`config.mk`:
```
export PLATFORM = sky130hd
export DESIGN_NAME = picorv32_mem_arbiter
export DESIGN_NICKNAME = d
export VERILOG_FILES = /design/src/rtl/picorv32_arb_pkg.sv /design/src/rtl/picorv32_mem_arbiter_watchdog.sv /design/src/rtl/picorv32_mem_arbiter.sv
export SDC_FILE = /design/constraint.sdc
export NUM_CORES = 1
export LEC_CHECK = 0
export BUFFER_PORTS_ARGS = -buffer_cell sky130_fd_sc_hd__buf_2
export CORE_MARGIN = 5
export CORE_UTILIZATION = 40
export DETAILED_ROUTE_END_ITERATION = 10
export PLACE_DENSITY = 0.7
export SLEW_MARGIN = 40
export SYNTH_ARGS = -nofsm -noshare
export SYNTH_HDL_FRONTEND = slang
export SYNTH_SLANG_ARGS = --single-unit
export TNS_END_PERCENT = 100
```
`constraint.sdc`:
```
create_clock -name clk -period 10.69 [get_ports clk]
set_clock_uncertainty 0.15 [all_clocks]
set_input_delay 1.6035 -clock clk [delete_from_list [all_inputs] [get_ports clk]]
set_output_delay 1.6035 -clock clk [all_outputs]
set_load 0.02 [all_outputs]
```
`src/rtl/picorv32_arb_pkg.sv`:
```
// rtl/picorv32_arb_pkg.sv - shared types and constants for the picorv32 memory arbiter
//
// Purpose: arbiter state encoding, master identifiers, default watchdog
//          settings and a counter-width helper used by the arbiter and its
//          watchdog.
// Ports:   none (package).
package picorv32_arb_pkg;

  typedef enum logic [1:0] {
    IDLE = 2'd0,
    BUSY = 2'd1,
    DONE = 2'd2
  } arb_state_t;

  localparam logic M_CORE = 1'b0;
  localparam logic M_AUX  = 1'b1;

  localparam int          DEFAULT_TIMEOUT   = 1024;
  localparam logic [31:0] DEFAULT_ERR_RDATA = 32'hDEAD_BEEF;

  // Width able to hold 0..t; never narrower than one bit so a disabled
  // watchdog (t == 0) still elaborates.
  function automatic int cnt_width(input int t);
    return (t < 1) ? 1 : $clog2(t + 1);
  endfunction

endpackage

```
`src/rtl/picorv32_mem_arbiter_watchdog.sv`:
```
// rtl/picorv32_mem_arbiter_watchdog.sv - saturating busy-cycle counter with expiry flag
//
// Purpose: counts cycles while enabled and flags the cycle in which the
//          count reaches TIMEOUT-1. TIMEOUT == 0 disables expiry.
// Ports:
//   clk       in   clock, rising edge
//   reset     in   asynchronous active-high reset
//   i_clear   in   zero the counter (takes priority over i_enable)
//   i_enable  in   count this cycle
//   o_expire  out  enabled and count == TIMEOUT-1
module mem_watchdog
  import picorv32_arb_pkg::*;
#(
  parameter int TIMEOUT = DEFAULT_TIMEOUT
) (
  input  logic clk,
  input  logic reset,
  input  logic i_clear,
  input  logic i_enable,
  output logic o_expire
);

  localparam int            CW      = cnt_width(TIMEOUT);
  localparam logic [CW-1:0] CNT_MAX = '1;

  logic [CW-1:0] r_count;

  // Saturates at all-ones instead of wrapping, so a long stall can never
  // alias back onto the expiry value.
  always_ff @(posedge clk or posedge reset) begin
    if (reset) begin
      r_count <= '0;
    end else if (i_clear) begin
      r_count <= '0;
    end else if (i_enable && (r_count != CNT_MAX)) begin
      r_count <= r_count + 1'b1;
    end
  end

  generate
    if (TIMEOUT == 0) begin : g_disabled
      assign o_expire = 1'b0;
    end else begin : g_enabled
      localparam logic [CW-1:0] CNT_LAST = CW'(TIMEOUT - 1);
      assign o_expire = i_enable && (r_count == CNT_LAST);
    end
  endgenerate

endmodule

```
`src/rtl/picorv32_mem_arbiter.sv`:
```
// rtl/picorv32_mem_arbiter.sv - two-master round-robin arbiter for one native memory slave
//
// Purpose: shares a valid/ready memory slave between the core (master 0)
//          and an auxiliary requester (master 1). Requests are captured at
//          grant, ties go to the master not served last, and a watchdog
//          force-completes a transaction the slave never acknowledges.
// Ports:
//   clk, reset                     clock; asynchronous active-high reset
//   m0_* / m1_*                    master request (valid/addr/wdata/wstrb/instr)
//                                  and response (ready pulse, rdata)
//   s_valid/s_addr/s_wdata/
//   s_wstrb/s_instr                registered slave request
//   s_ready/s_rdata                slave completion and read data
//   grant_id                       owning master, meaningful in BUSY
//   timeout_err                    one-cycle pulse on forced completion
module picorv32_mem_arbiter
  import picorv32_arb_pkg::*;
#(
  parameter int                ADDR_W    = 32,
  parameter int                DATA_W    = 32,
  parameter int                TIMEOUT   = DEFAULT_TIMEOUT,
  parameter logic [DATA_W-1:0] ERR_RDATA = DEFAULT_ERR_RDATA
) (
  input  logic                clk,
  input  logic                reset,
  input  logic                m0_valid,
  output logic                m0_ready,
  input  logic [ADDR_W-1:0]   m0_addr,
  input  logic [DATA_W-1:0]   m0_wdata,
  input  logic [DATA_W/8-1:0] m0_wstrb,
  input  logic                m0_instr,
  output logic [DATA_W-1:0]   m0_rdata,
  input  logic                m1_valid,
  output logic                m1_ready,
  input  logic [ADDR_W-1:0]   m1_addr,
  input  logic [DATA_W-1:0]   m1_wdata,
  input  logic [DATA_W/8-1:0] m1_wstrb,
  input  logic                m1_instr,
  output logic [DATA_W-1:0]   m1_rdata,
  output logic                s_valid,
  input  logic                s_ready,
  output logic [ADDR_W-1:0]   s_addr,
  output logic [DATA_W-1:0]   s_wdata,
  output logic [DATA_W/8-1:0] s_wstrb,
  output logic                s_instr,
  input  logic [DATA_W-1:0]   s_rdata,
  output logic                grant_id,
  output logic                timeout_err
);

  arb_state_t r_state, w_state_nxt;

  logic r_last;
  logic r_grant;
  logic r_s_valid;
  logic [ADDR_W-1:0]   r_s_addr;
  logic [DATA_W-1:0]   r_s_wdata;
  logic [DATA_W/8-1:0] r_s_wstrb;
  logic                r_s_instr;
  logic [DATA_W-1:0]   r_m0_hold;
  logic [DATA_W-1:0]   r_m1_hold;

  logic              w_grant_en;
  logic              w_grant_sel;
  logic              w_busy;
  logic              w_expire;
  logic              w_forced;
  logic              w_complete;
  logic [DATA_W-1:0] w_rdata;

  assign w_busy     = (r_state == BUSY);
  // A real acknowledge in the expiry cycle wins and carries slave data.
  assign w_forced   = w_busy && w_expire && !s_ready;
  assign w_complete = w_busy && (s_ready || w_expire);
  assign w_rdata    = w_forced ? ERR_RDATA : s_rdata;

  mem_watchdog #(
    .TIMEOUT (TIMEOUT)
  ) u_watchdog (
    .clk      (clk),
    .reset    (reset),
    .i_clear  (w_grant_en),
    .i_enable (w_busy),
    .o_expire (w_expire)
  );

  always_comb begin
    w_state_nxt = r_state;
    w_grant_en  = 1'b0;
    w_grant_sel = M_CORE;
    unique case (r_state)
      IDLE: begin
        if (m0_valid && m1_valid) begin
          w_grant_en  = 1'b1;
          w_grant_sel = ~r_last;
        end else if (m0_valid) begin
          w_grant_en  = 1'b1;
          w_grant_sel = M_CORE;
        end else if (m1_valid) begin
          w_grant_en  = 1'b1;
          w_grant_sel = M_AUX;
        end
        if (w_grant_en) w_state_nxt = BUSY;
      end
      BUSY: begin
        if (s_ready || w_expire) w_state_nxt = DONE;
      end
      DONE: begin
        // r_last already names the master just served; only the other
        // one may be granted back-to-back.
        if (r_last ? m0_valid : m1_valid) begin
          w_grant_en  = 1'b1;
          w_grant_sel = ~r_last;
          w_state_nxt = BUSY;
        end else begin
          w_state_nxt = IDLE;
        end
      end
      default: w_state_nxt = IDLE;
    endcase
  end

  always_ff @(posedge clk or posedge reset) begin
    if (reset) begin
      r_state   <= IDLE;
      r_last    <= M_AUX;
      r_grant   <= M_CORE;
      r_s_valid <= 1'b0;
      r_s_addr  <= '0;
      r_s_wdata <= '0;
      r_s_wstrb <= '0;
      r_s_instr <= 1'b0;
      r_m0_hold <= '0;
      r_m1_hold <= '0;
    end else begin
      r_state   <= w_state_nxt;
      r_s_valid <= (w_state_nxt == BUSY);
      if (w_grant_en) begin
        r_grant   <= w_grant_sel;
        r_s_addr  <= w_grant_sel ? m1_addr  : m0_addr;
        r_s_wdata <= w_grant_sel ? m1_wdata : m0_wdata;
        r_s_wstrb <= w_grant_sel ? m1_wstrb : m0_wstrb;
        r_s_instr <= w_grant_sel ? m1_instr : m0_instr;
      end
      if (w_complete) r_last <= r_grant;
      if (m0_ready) r_m0_hold <= w_rdata;
      if (m1_ready) r_m1_hold <= w_rdata;
    end
  end

  assign m0_ready = w_complete && (r_grant == M_CORE);
  assign m1_ready = w_complete && (r_grant == M_AUX);

  // Outside its own transaction a master sees the last data it was given,
  // so its rdata never follows another master's traffic.
  assign m0_rdata = (w_busy && (r_grant == M_CORE)) ? w_rdata : r_m0_hold;
  assign m1_rdata = (w_busy && (r_grant == M_AUX))  ? w_rdata : r_m1_hold;

  assign s_valid     = r_s_valid;
  assign s_addr      = r_s_addr;
  assign s_wdata     = r_s_wdata;
  assign s_wstrb     = r_s_wstrb;
  assign s_instr     = r_s_instr;
  assign grant_id    = r_grant;
  assign timeout_err = w_forced;

endmodule

```
==> flow_metrics.env <==
export IMPL_clock_insertion_delay_worst_skew_ns=0.42
export IMPL_post_synth_top_count_cell="dfrtp_1"
export IMPL_nets_finish=1136
export IMPL_std_cell_rows=48
export IMPL_synth_cell_types=42
export IMPL_worst_pin_slew_ns=0.7425
export IMPL_p_int_mw=1.802
export IMPL_synth_ff_latch_count=149
export IMPL_report_final_hold_viol_count=0
export IMPL_cts_inserted_buffers=17
export IMPL_total_length_of_routed_wires_mm=22.30
export IMPL_final_min_clock_period_ns=4.870
export IMPL_tritoncts_num_sinks=149
export IMPL_drc=0
export IMPL_fp_dieH_um=142.4
export IMPL_vdd_ir_drop_max_mv=0.1516
export IMPL_grt_pass1_vias=6101
export IMPL_die_width_um=142.4
export IMPL_final_period_utilization_pct=45.55
export IMPL_worst_endpoint_required_time_ns=8.94
export IMPL_grt_remaining_overflow=0
export IMPL_ys_top_cells_by_area="dfrtp_1 (53%), mux2i_1 (10%), o22a_1 (10%)"
export IMPL_ios=313
export IMPL_netlist_area_leader_share_pct=52.84
export IMPL_cts_root_buffer_cell="clkbuf_16"
export IMPL_hpwlAfterDp_mm=16.71
export IMPL_grt_setup_unrepaired="false"
export IMPL_global_route_usage_total_pct=21.80
export IMPL_finalSetupViolations=0
export IMPL_netlist_top_cell_by_area="dfrtp_1"
export IMPL_finish_cell_count_without_fillers=1199
export IMPL_count_of_flip_flops_with_a_built_in_enable_after_synthesis=0
export IMPL_number_of_port_buffers=312
export IMPL_power_switching_mw=1.385
export IMPL_syn_area_per_cell_um2=10.46
export IMPL_clkSlewWorstSetupHoldPaths_ns=0.06
export IMPL_ys_async_sr_fraction_pct=100.0
export IMPL_route_vias_total=6128
export IMPL_maxCapViolations=0
export IMPL_layout_drive_gt1_share_pct=37.72
export IMPL_floorplan_initialDensity_pct=40.66
export IMPL_syn_nets=846
export IMPL_timing_hold_worst_class="reg -> reg"
export IMPL_fmax_mhz=205.4
export IMPL_cts_htree_levels=4
export IMPL_combPwrFrac_pct=49.3
export IMPL_run_status="complete, no violations"
export IMPL_die_area_um2=20270
export IMPL_fin_setup_tns_ns=0
export IMPL_grt_first_pass_wirelength_mm=34.31
export IMPL_largest_net_degree_at_the_start_of_global_routing=100
export IMPL_cp_max_fo=25
export IMPL_critPathKind="in -> out"
export IMPL_static_leakage_power_nw=4.792
export IMPL_drt_initial_drc_count=231
export IMPL_finalWeightedCongestion=0.8261
export IMPL_worst_setup_path_end_kind="output pin"
export IMPL_cts_tree="done"
export IMPL_coreArea_um2=17240
export IMPL_synth_warning_count=0
export IMPL_netlist_instances=670
export IMPL_sequential_cell_area_fraction_in_the_yosys_report_pct=53.21
export IMPL_pwr_share_clk_pct=19.9
export IMPL_seq_pwr_share_pct=30.8
export IMPL_power_density_normalized_to_cell_area_nw_per_um2=340.6
export IMPL_swShare_pct=43.47
export IMPL_cts_setup_buffers=0
export IMPL_worstPathArrival_ns=3.12
export IMPL_wire_per_inst_um=18.60
export IMPL_dr_pass1_iters=5
export IMPL_netlist_area_pre_place_um2=7009
export IMPL_place_inst=1166
export IMPL_timing_final_max_slew_violations=0
export IMPL_grt_antenna_before_repair=4
export IMPL_cts_resized=0
export IMPL_final_antenna_net_count=0
export IMPL_cts_hold_buffers_added=0
export IMPL_ys_flop_type="dfrtp_1"
export IMPL_clock_tree_buffer_depth=2
export IMPL_synth_commonest_cells="dfrtp_1 (148), nand2_1 (96), o21ai_0 (91)"
export IMPL_areaGrowthSynthToFinish_pct=33.51
export IMPL_slew_limit_headroom_pct=50.50
export IMPL_drt_vias_per_instance=5.111
export IMPL_crit_path_start_kind="input port"
worst max-delay path, cell delays in order:
cell,delay [ns]
buf_2,0.20
inv_1,0.13
o41ai_2,0.10
nand2_1,0.34
inv_2,0.47
buf_2,0.26
layout make-up:
| cell class | count | area [um2] |
|---|---|---|
| diodes | 1 | 2.502 |
| clock buffers | 17 | 425.4 |
| clock inverters | 15 | 205.2 |
| fillers | 1561 | 7879 |
| inverters | 14 | 57.56 |
| multi-input cells | 459 | 3024 |
| flip-flops and latches | 149 | 3730 |
| well taps | 225 | 281.5 |
| repair buffers | 319 | 1632 |
sequential cells by signal, summed over array words and instances, names as in the netlist:
signal and flops:
grant_id 1, s_addr 32, s_valid 1, u_watchdog.r_count 11, r_state 2, r_m1_hold 32, s_wdata 32, s_wstrb 4
s_instr 1, r_m0_hold 32, r_last 1
per-layer routing:
metal / vias to the layer above / track usage, % / routed length [um]
li1: 3011 / - / -
met1: 2836 / 27.50 / 9021
met2: 241 / 36.17 / 10940
met3: 32 / 6.519 / 1839
met4: 8 / 6.903 / 445
met5: - / 0 / 55
power groups by stage:
stage          Clock (mW)  Combinational [mW]  Sequential, mW
6_report            0.634                1.57           0.980
5_1_grt             0.673                1.70            1.01
4_1_cts             0.649                1.59           0.977
3_5_place_dp            0                1.59           0.978
3_3_place_gp            0                1.56           0.976
2_1_floorplan           0               0.901            1.12
path summary, 6_finish.rpt:
kind / endpoint / slack (ns) / start / cells past startpoint
hold / removal: s_addr[18] / 0.32 / s_addr[18] / 2
max in group asynchronous: s_wdata[31] / 8.11 / reset / 3
setup / recovery: m1_ready / 5.82 / s_ready / 6
min in group asynchronous: s_wdata[23] / 1.13 / reset / 2
setup reg to reg: r_m1_hold[28] / 7.95 / r_state[0] / 6
hold reg to reg: s_addr[18] / 0.32 / s_addr[18] / 2
per-stage QoR:
stage          cell area (um2)  power, mW  util (%)  worst slack [ns]  hold slack [ns]
6_report                  9358      3.187     54.29             5.820           0.3223
5_1_grt                   9355      3.388     54.28             5.696           0.3429
4_1_cts                   9339      3.216     54.18             5.812           0.3277
3_5_place_dp              8708      2.569     50.52             5.809           0.3144
3_3_place_gp              8680      2.536     50.36             5.755           0.3069
2_1_floorplan             7009      2.020         -             4.930           0.3230
cell usage in the layout (no fill, tap or decap), types with 4 or more instances in the layout:
cell type	instances
buf_2	312
dfrtp_1	148
or3_1	4
clkinv_4	5
nor3_1	5
clkbuf_16	17
nor2_1	36
o22a_1	80
bufinv_16	4
o21ai_0	91
a21oi_1	20
mux2i_1	71
nand3_1	4
nand2_1	93
inv_1	11
a22o_1	19
cells by family after synthesis:
family                   after synthesis  share of synthesized area (%)
flip-flops                           149                          53.21
adder cells (fa/ha/maj)                1                         0.1785
multiplexers                          71                          10.14
buffers and inverters                 62                          3.981
AND/OR/NAND/NOR                      162                          9.979
AO/OA/AOI/OAI                        224                          22.39
XOR/XNOR                               1                         0.1250
Power figures use the tool's default switching activity.
